`src/rtl/mem_arb_pkg.sv`:
```
// rtl/mem_arb_pkg.sv - shared types and constants for the unified memory port arbiter
package mem_arb_pkg;

  localparam int STARVE_CNT_W = 4;

  typedef enum logic [1:0] {
    IDLE,
    ISSUE,
    WAIT
  } arb_state_e;

  typedef enum logic [1:0] {
    OWN_NONE,
    OWN_I,
    OWN_D
  } arb_owner_e;

endpackage

```
`src/rtl/arb_prio_sel.sv`:
```
// rtl/arb_prio_sel.sv - fixed data-first priority select with instruction starvation override
module arb_prio_sel
  import mem_arb_pkg::*;
#(
  parameter int STARVE_MAX = 4
) (
  input  logic                    i_req,
  input  logic                    d_req,
  input  logic [STARVE_CNT_W-1:0] starve_cnt,
  output logic                    gnt_i,
  output logic                    gnt_d
);

  localparam logic [STARVE_CNT_W-1:0] STARVE_LIM = STARVE_CNT_W'(STARVE_MAX);

  logic starved;

  // Data wins unless fetch has already been passed over STARVE_MAX times in a row.
  always_comb begin
    starved = (starve_cnt >= STARVE_LIM);
    gnt_d   = d_req && !(i_req && starved);
    gnt_i   = i_req && !gnt_d;
  end

endmodule

```
`src/rtl/mem_port_arbiter.sv`:
```
// rtl/mem_port_arbiter.sv - shares one memory port between instruction fetch and data access
module mem_port_arbiter
  import mem_arb_pkg::*;
#(
  parameter int ADDR_W     = 64,
  parameter int DATA_W     = 64,
  parameter int STARVE_MAX = 4
) (
  input  logic              clk,
  input  logic              rst,
  input  logic              i_req,
  input  logic [ADDR_W-1:0] i_addr,
  output logic              i_gnt,
  output logic              i_rvalid,
  output logic [31:0]       i_rdata,
  input  logic              d_req,
  input  logic              d_we,
  input  logic [ADDR_W-1:0] d_addr,
  input  logic [DATA_W-1:0] d_wdata,
  output logic              d_gnt,
  output logic              d_rvalid,
  output logic [DATA_W-1:0] d_rdata,
  output logic              m_req,
  output logic              m_we,
  output logic [ADDR_W-1:0] m_addr,
  output logic [DATA_W-1:0] m_wdata,
  input  logic              m_gnt,
  input  logic              m_rvalid,
  input  logic [DATA_W-1:0] m_rdata
);

  localparam logic [STARVE_CNT_W-1:0] CNT_SAT = '1;

  arb_state_e              state;
  arb_owner_e              owner;
  logic [STARVE_CNT_W-1:0] starve_cnt;
  logic                    sel_i;
  logic                    sel_d;
  logic                    resp_hit;

  arb_prio_sel #(
    .STARVE_MAX (STARVE_MAX)
  ) u_prio_sel (
    .i_req      (i_req),
    .d_req      (d_req),
    .starve_cnt (starve_cnt),
    .gnt_i      (sel_i),
    .gnt_d      (sel_d)
  );

  always_comb begin
    i_gnt = (state == IDLE) && sel_i;
    d_gnt = (state == IDLE) && sel_d;
  end

  always_ff @(posedge clk) begin
    if (rst) begin
      state      <= IDLE;
      owner      <= OWN_NONE;
      starve_cnt <= '0;
      m_req      <= 1'b0;
      m_we       <= 1'b0;
      m_addr     <= '0;
      m_wdata    <= '0;
    end else begin
      case (state)
        IDLE: begin
          if (sel_i) begin
            state      <= ISSUE;
            owner      <= OWN_I;
            starve_cnt <= '0;
            m_req      <= 1'b1;
            m_we       <= 1'b0;
            m_addr     <= i_addr;
            m_wdata    <= '0;
          end else if (sel_d) begin
            state   <= ISSUE;
            owner   <= OWN_D;
            m_req   <= 1'b1;
            m_we    <= d_we;
            m_addr  <= d_addr;
            m_wdata <= d_wdata;
            if (i_req && (starve_cnt != CNT_SAT)) begin
              starve_cnt <= starve_cnt + STARVE_CNT_W'(1);
            end
          end
        end
        ISSUE: begin
          if (m_gnt) begin
            state <= WAIT;
            m_req <= 1'b0;
          end
        end
        WAIT: begin
          if (m_rvalid) begin
            state <= IDLE;
            owner <= OWN_NONE;
          end
        end
        default: begin
          state <= IDLE;
          owner <= OWN_NONE;
          m_req <= 1'b0;
        end
      endcase
    end
  end

  // Responses outside WAIT are stray and never reach a requester.
  always_comb begin
    resp_hit = (state == WAIT) && m_rvalid;
    i_rvalid = 1'b0;
    d_rvalid = 1'b0;
    i_rdata  = '0;
    d_rdata  = '0;
    if (resp_hit && (owner == OWN_I)) begin
      i_rvalid = 1'b1;
      i_rdata  = m_addr[2] ? m_rdata[63:32] : m_rdata[31:0];
    end else if (resp_hit && (owner == OWN_D)) begin
      d_rvalid = 1'b1;
      d_rdata  = m_rdata;
    end
  end

endmodule

```
`config.mk`:
```
export PLATFORM = sky130hd
export DESIGN_NAME = mem_port_arbiter
export DESIGN_NICKNAME = d
export VERILOG_FILES = /design/src/rtl/mem_arb_pkg.sv /design/src/rtl/arb_prio_sel.sv /design/src/rtl/mem_port_arbiter.sv
export SDC_FILE = /design/constraint.sdc
export NUM_CORES = 1
export LEC_CHECK = 0
export BUFFER_PORTS_ARGS = -buffer_cell sky130_fd_sc_hd__buf_2
export CAP_MARGIN = 20
export CORE_AREA = 5 5 187 189
export CTS_CLUSTER_DIAMETER = 60
export CTS_CLUSTER_SIZE = 25
export DETAILED_ROUTE_END_ITERATION = 6
export DIE_AREA = 0 0 192 194
export PLACE_DENSITY = 0.43
export SLEW_MARGIN = 5
export SYNTH_ARGS = -nofsm -noshare
export SYNTH_HDL_FRONTEND = slang
export SYNTH_HIERARCHICAL = 1
export SYNTH_SLANG_ARGS = --single-unit
```
`constraint.sdc`:
```
create_clock -name clk -period 3.1 [get_ports clk]
set_clock_uncertainty 0.1 [all_clocks]
set_input_delay 0.31 -clock clk [delete_from_list [all_inputs] [get_ports clk]]
set_output_delay 0.31 -clock clk [all_outputs]
set_load 0.005 [all_outputs]
```
==> results.tsv, run 1 <==
metric	value	unit
ys_types	39	
cts_hold_buf	4	
fill_cells	3669	
nNetsFinal	1500	
period_minus_slack	2.691	ns
synth-main-ff-cell	dfxtp_1	
required	2.69	ns
fin_util	0.3089	
fmax	0.3717	GHz
synth_edf_count	0	
cts_inserted_buffers	17	
relSlewSlack	0.4202	
cts_setup_buffers	0	
wl_per_cell	18.68	µm
vias	7528	
cap_violations	0	
synth_nets	1053	
hold_viol	0	
cts_resized	0	
grt_pass1_wl	46670	µm
clk_path_buf_depth	2	
grt_use_total	0.1604	
grt_pass1_vias	7753	
r2r_slack	0.88	ns
power.density	506.5	nW/µm²
dr.pass1.iters	5	
yosysSeqAreaShare	0.4102	
gp_congestion	0.9112	
yosysWarnings	6	
antenna_left	0	
post-synth-top-count-cell	dfxtp_1	
cts_root_buffer	clkbuf_16	
crit_path_start_kind	flip-flop	
avgSynthCellArea	8.536	µm²
worst_pin_slew	0.8697	ns
drive_gt1_frac	0.4383	
initial_utilization	0.2034	
synth.area.top_cells	dfxtp_1 (41%), mux2i_1 (14%), a21oi_1 (9.8%), a211oi_1 (7.1%), and2_1 (6.0%)	
ctsHtreeMaxLevel	4	
yosys.area.top_type_share	0.4102	
rsz0062_at_grt	no	
die_h	194	µm
p_comb_frac	0.192	
p_int	0.003737	W
die_area	37250	µm²
coreArea	33110	µm²
ioPinCount	493	
setup_viol	0	
swShare	0.2787	
area_growth	51.89	%
postSynthCellCount	789	
path_class	reg -> out	
power.switching	0.001444	W
finalWirelength	31960	µm
hp-class	in -> reg	
power_frac_clock	0.418	
finalSetupTns	0	ns
avgViaCountPerCell	4.400	
yosys.area.top_type	dfxtp_1	
hold_ws	0.03006	ns
path_clk_slew	0.06	ns
die-width	192	µm
drtIter0Drc	255	
cts_tree	yes	
p_leak	4.879	nW
io_buffers	492	
dp_hpwl	24280	µm
cp_max_fo	33	
syn_area	6735	µm²
synth-async-reset-ratio	0	
arrival	2.28	ns
antenna_found_initial	19	
vdd_ir_drop_max	0.2709	mV
cts_sinks	138	
route.detailed.drc	0	
sequentialPowerShare	0.390	
synth_seq_cells	138	
overflow	0	
endpoint_kind	output port	
grt_max_degree	72	
synth_common_cells	dfxtp_1 (138), a21oi_1 (132), mux2i_1 (96)	
worst_skew_pair.late_latency	0.41	ns
post-route-period-util	0.8679	
rows	67	
status	complete, no violations	
finalMaxSlewViolations	0	
==> critical path, cell delays in order, from the launching register on <==
cell and delay, ns:
dfxtp_1 0.65, nand3b_1 0.24, or3b_1 0.42, buf_4 0.26, nor2_1 0.16, buf_2 0.13
==> cell usage in the layout, fill, tap and decap left out, types with 3 or more instances in the layout <==
cell           netlist  routed
a21o_1               3       3
a21oi_1            132     132
nand2b_1             3       3
and2_1              65      65
nor2_1              37      35
diode_2              0      15
buf_12               0       4
clkinv_4             0       3
o211ai_1             3       3
a31oi_1              3       3
nor3b_1              4       3
inv_1                4       4
o21ai_0             66      66
buf_2               14     491
a211oi_1            64      64
clkbuf_16            0      17
buf_4               13      11
dlygate4sd3_1        0       4
nand3b_1             3       3
dfxtp_1            138     137
nor2_4               0       3
nand2_1             66      66
mux2i_1             96      96
bufinv_16            0       4
==> registers in the layout, summed over array words and instances, names as in the netlist <==
| name | flops |
|---|---|
| m_addr | 64 |
| m_req | 1 |
| m_wdata | 64 |
| m_we | 1 |
| owner | 2 |
| starve_cnt | 4 |
| state | 2 |
==> logic make-up after synthesis <==
family | count (synthesis) | synth area share
flip-flops | 138 | 0.4102
multiplexers | 97 | 0.1443
AO/OA/AOI/OAI | 279 | 0.2374
buffers and inverters | 86 | 0.06446
AND/OR/NAND/NOR | 188 | 0.1417
adder cells (fa/ha/maj) | 1 | 0.001857
==> metal layers <==
metal  track usage  share of wire
met1        0.1756           0.38
met3       0.05311          0.087
met5             0         0.0017
met2        0.2704           0.50
met4       0.09113          0.026
==> power by group through the flow <==
stage	logic [W]	clock network [W]	registers (W)
after floorplan	0.000506	0	0.00205
after global placement	0.00101	0	0.00206
after detailed placement	0.00101	0	0.00206
after CTS	0.00102	0.00226	0.00202
after global routing	0.00110	0.00232	0.00204
final	0.000993	0.00217	0.00202
==> worst paths after layout <==
path | depth (start not counted) | endpoint | start
hold reg to reg | 2 | m_wdata[51] | m_wdata[51]
setup reg to reg | 6 | state[0] | starve_cnt[2]
setup / recovery | 5 | i_rdata[30] | state[1]
hold / removal | 3 | m_wdata[43] | d_wdata[43]
==> per-stage QoR <==
stage	instance area [µm²]	total power, W	std cells	setup WS [ns]
floorplan	6735	0.002553	789	1.358
global placement	9534	0.003064	1661	0.8606
detailed placement	9534	0.003067	1661	0.8419
CTS	10190	0.005293	1696	0.3762
global route	10230	0.005460	1711	0.2453
finish	10230	0.005181	1711	0.4094
==> layout make-up <==
type | instances | area (µm²) | share of cell area
Antenna cell | 15 | 37.54 | 0.003669
Clock buffer | 20 | 446.7 | 0.04366
Clock inverter | 11 | 171.4 | 0.01676
Inverter | 4 | 15.01 | 0.001468
Multi-Input combinational cell | 565 | 3575 | 0.3494
Sequential cell | 138 | 2764 | 0.2702
Tap cell | 448 | 560.5 | 0.05479
Timing Repair Buffer | 510 | 2660 | 0.2600
Note: power is estimated with default switching activity, not from simulation.
==> inputs of run 2 (changes only) <==
--- a/config.mk
+++ b/config.mk
@@ -9,10 +9,10 @@
 export CAP_MARGIN = 20
 export CORE_AREA = 5 5 187 189
 export CTS_CLUSTER_DIAMETER = 60
-export CTS_CLUSTER_SIZE = 25
+export CTS_CLUSTER_SIZE = 10
 export DETAILED_ROUTE_END_ITERATION = 6
 export DIE_AREA = 0 0 192 194
-export PLACE_DENSITY = 0.43
+export PLACE_DENSITY = 0.46
 export SLEW_MARGIN = 5
 export SYNTH_ARGS = -nofsm -noshare
 export SYNTH_HDL_FRONTEND = slang
==> run 2 against run 1 <==
Flip-flop and latch count did not move. Cell count is 0.12% lower. Non-clock buffer count is 3 higher. Fmax is 14% higher.
==> results.tsv, run 2 (same netlist as run 1, synthesis figures left out) <==
metric	value	unit
cts_root_buffer	clkbuf_16	
sequentialPowerShare	0.379	
ff2ff_path_depth	6	
status	complete, no violations	
vias	7550	
hold_viol	0	
crit_path_start_kind	flip-flop	
grt_pass1_wl	46330	µm
hp-class	in -> reg	
rows	67	
dr.pass1.iters	4	
place_inst	1664	
cp_max_fo	65	
grt_pass1_vias	7725	
ioPinCount	493	
route.detailed.drc	0	
slowest_delay	0.47	ns
coreArea	33110	µm²
swShare	0.2739	
drtIter0Drc	277	
final_common_cell	buf_2	
overflow	0	
drive_gt1_frac	0.4408	
cts_inserted_buffers	17	
nNetsFinal	1503	
wl_per_cell	18.86	µm
die_area	37250	µm²
path_class	reg -> out	
power_frac_clock	0.429	
finalMaxSlewViolations	0	
cp_cell_sequence	nand3b_1 > nor3b_2 > buf_4 > and2_1 > buf_2	
power.switching	0.001449	W
initial_utilization	0.2034	
avgViaCountPerCell	4.418	
fin_total_pwr	0.005291	W
required	2.69	ns
relSlewSlack	0.5454	
dp_hpwl	24780	µm
final_cells	1709	
mostFrequentLayoutCells	buf_2 (491), dfxtp_1 (137), a21oi_1 (132)	
ff_latch_area	2764	µm²
post-route-period-util	0.7643	
grt_use_total	0.1604	
die-width	192	µm
reg_top3	m_addr: 64 flops, m_wdata: 64 flops, starve_cnt: 4 flops	
gp_congestion	0.8245	
fmax	0.4221	GHz
hold_ws	0.03354	ns
cap_violations	0	
finalWirelength	32230	µm
die_h	194	µm
worst_skew_pair.late_latency	0.41	ns
antenna_found_initial	16	
multi_input_area	3575	µm²
period_minus_slack	2.369	ns
power.density	514.4	nW/µm²
p_leak	4.910	nW
p_int	0.003842	W
grt_max_degree	69	
p_comb_frac	0.192	
ctsHtreeMaxLevel	4	
critPathSlowestCell	buf_4	
cts_sinks	138	
rsz0062_at_grt	no	
io_buffers	492	
fill_cells	3610	
clk_path_buf_depth	2	
path_clk_slew	0.07	ns
setup_viol	0	
min_path_cells	3	
antenna_left	0	
finalSetupTns	0	ns
area_growth	52.70	%
cts_tree	yes	
arrival	1.96	ns
endpoint_kind	output port	
worst_pin_slew	0.6820	ns
vdd_ir_drop_max	0.3416	mV
-- run 2: power groups by stage --
stage	combinational (W)	clock, W	sequential, W
2_1_floorplan	0.000506	0	0.00205
3_3_place_gp	0.00103	0	0.00204
3_5_place_dp	0.00103	0	0.00204
4_1_cts	0.00104	0.00235	0.00201
5_1_grt	0.00112	0.00242	0.00202
6_report	0.00102	0.00227	0.00200
-- run 2: final cells by class --
type	instances	area share
Tap cell	448	0.05450
Clock inverter	11	0.01898
Clock buffer	19	0.04404
Inverter	4	0.001460
Antenna cell	11	0.002676
Multi-Input combinational cell	565	0.3476
Timing Repair Buffer	513	0.2620
Sequential cell	138	0.2687
-- run 2: critical path, delay by kind of cell, from the launching register on --
family | cells | cell delay [ns]
and+or+nand+nor | 3 | 0.61
buffers and inverters | 2 | 0.61
DFF | 1 | 0.30
-- run 2: final timing paths --
| check | from | to | slack (ns) |
|---|---|---|---|
| worst min register to register | m_wdata[32] | m_wdata[32] | 0.37 |
| worst max register to register | starve_cnt[3] | m_addr[36] | 0.95 |
| worst max-delay path | state[0] | d_rdata[33] | 0.73 |
| worst min-delay path | d_wdata[53] | m_wdata[53] | 0.03 |
-- run 2: metal layers --
metal | global-route usage | vias to the layer above | part of all wire
met5 | 0 | - | 0.00081
met4 | 0.06445 | 4 | 0.019
met3 | 0.05149 | 31 | 0.087
met2 | 0.2977 | 305 | 0.53
met1 | 0.1648 | 3507 | 0.36
li1 | - | 3703 | -
-- run 2: through the flow --
stage          utilization  setup WS (ns)  area (µm²)
6_report            0.3106         0.7307       10280
5_1_grt             0.3104         0.5501       10280
4_1_cts             0.3098         0.6553       10260
3_5_place_dp        0.2890         0.9082        9569
3_3_place_gp        0.2890         0.9266        9569
2_1_floorplan            -          1.358        6735
-- run 2: what timing repair did --
item,in CTS,in global routing
hold buffers,4,0
buffers inserted,0,0
endpoints found under the hold margin,4,0
gates resized for setup,0,0
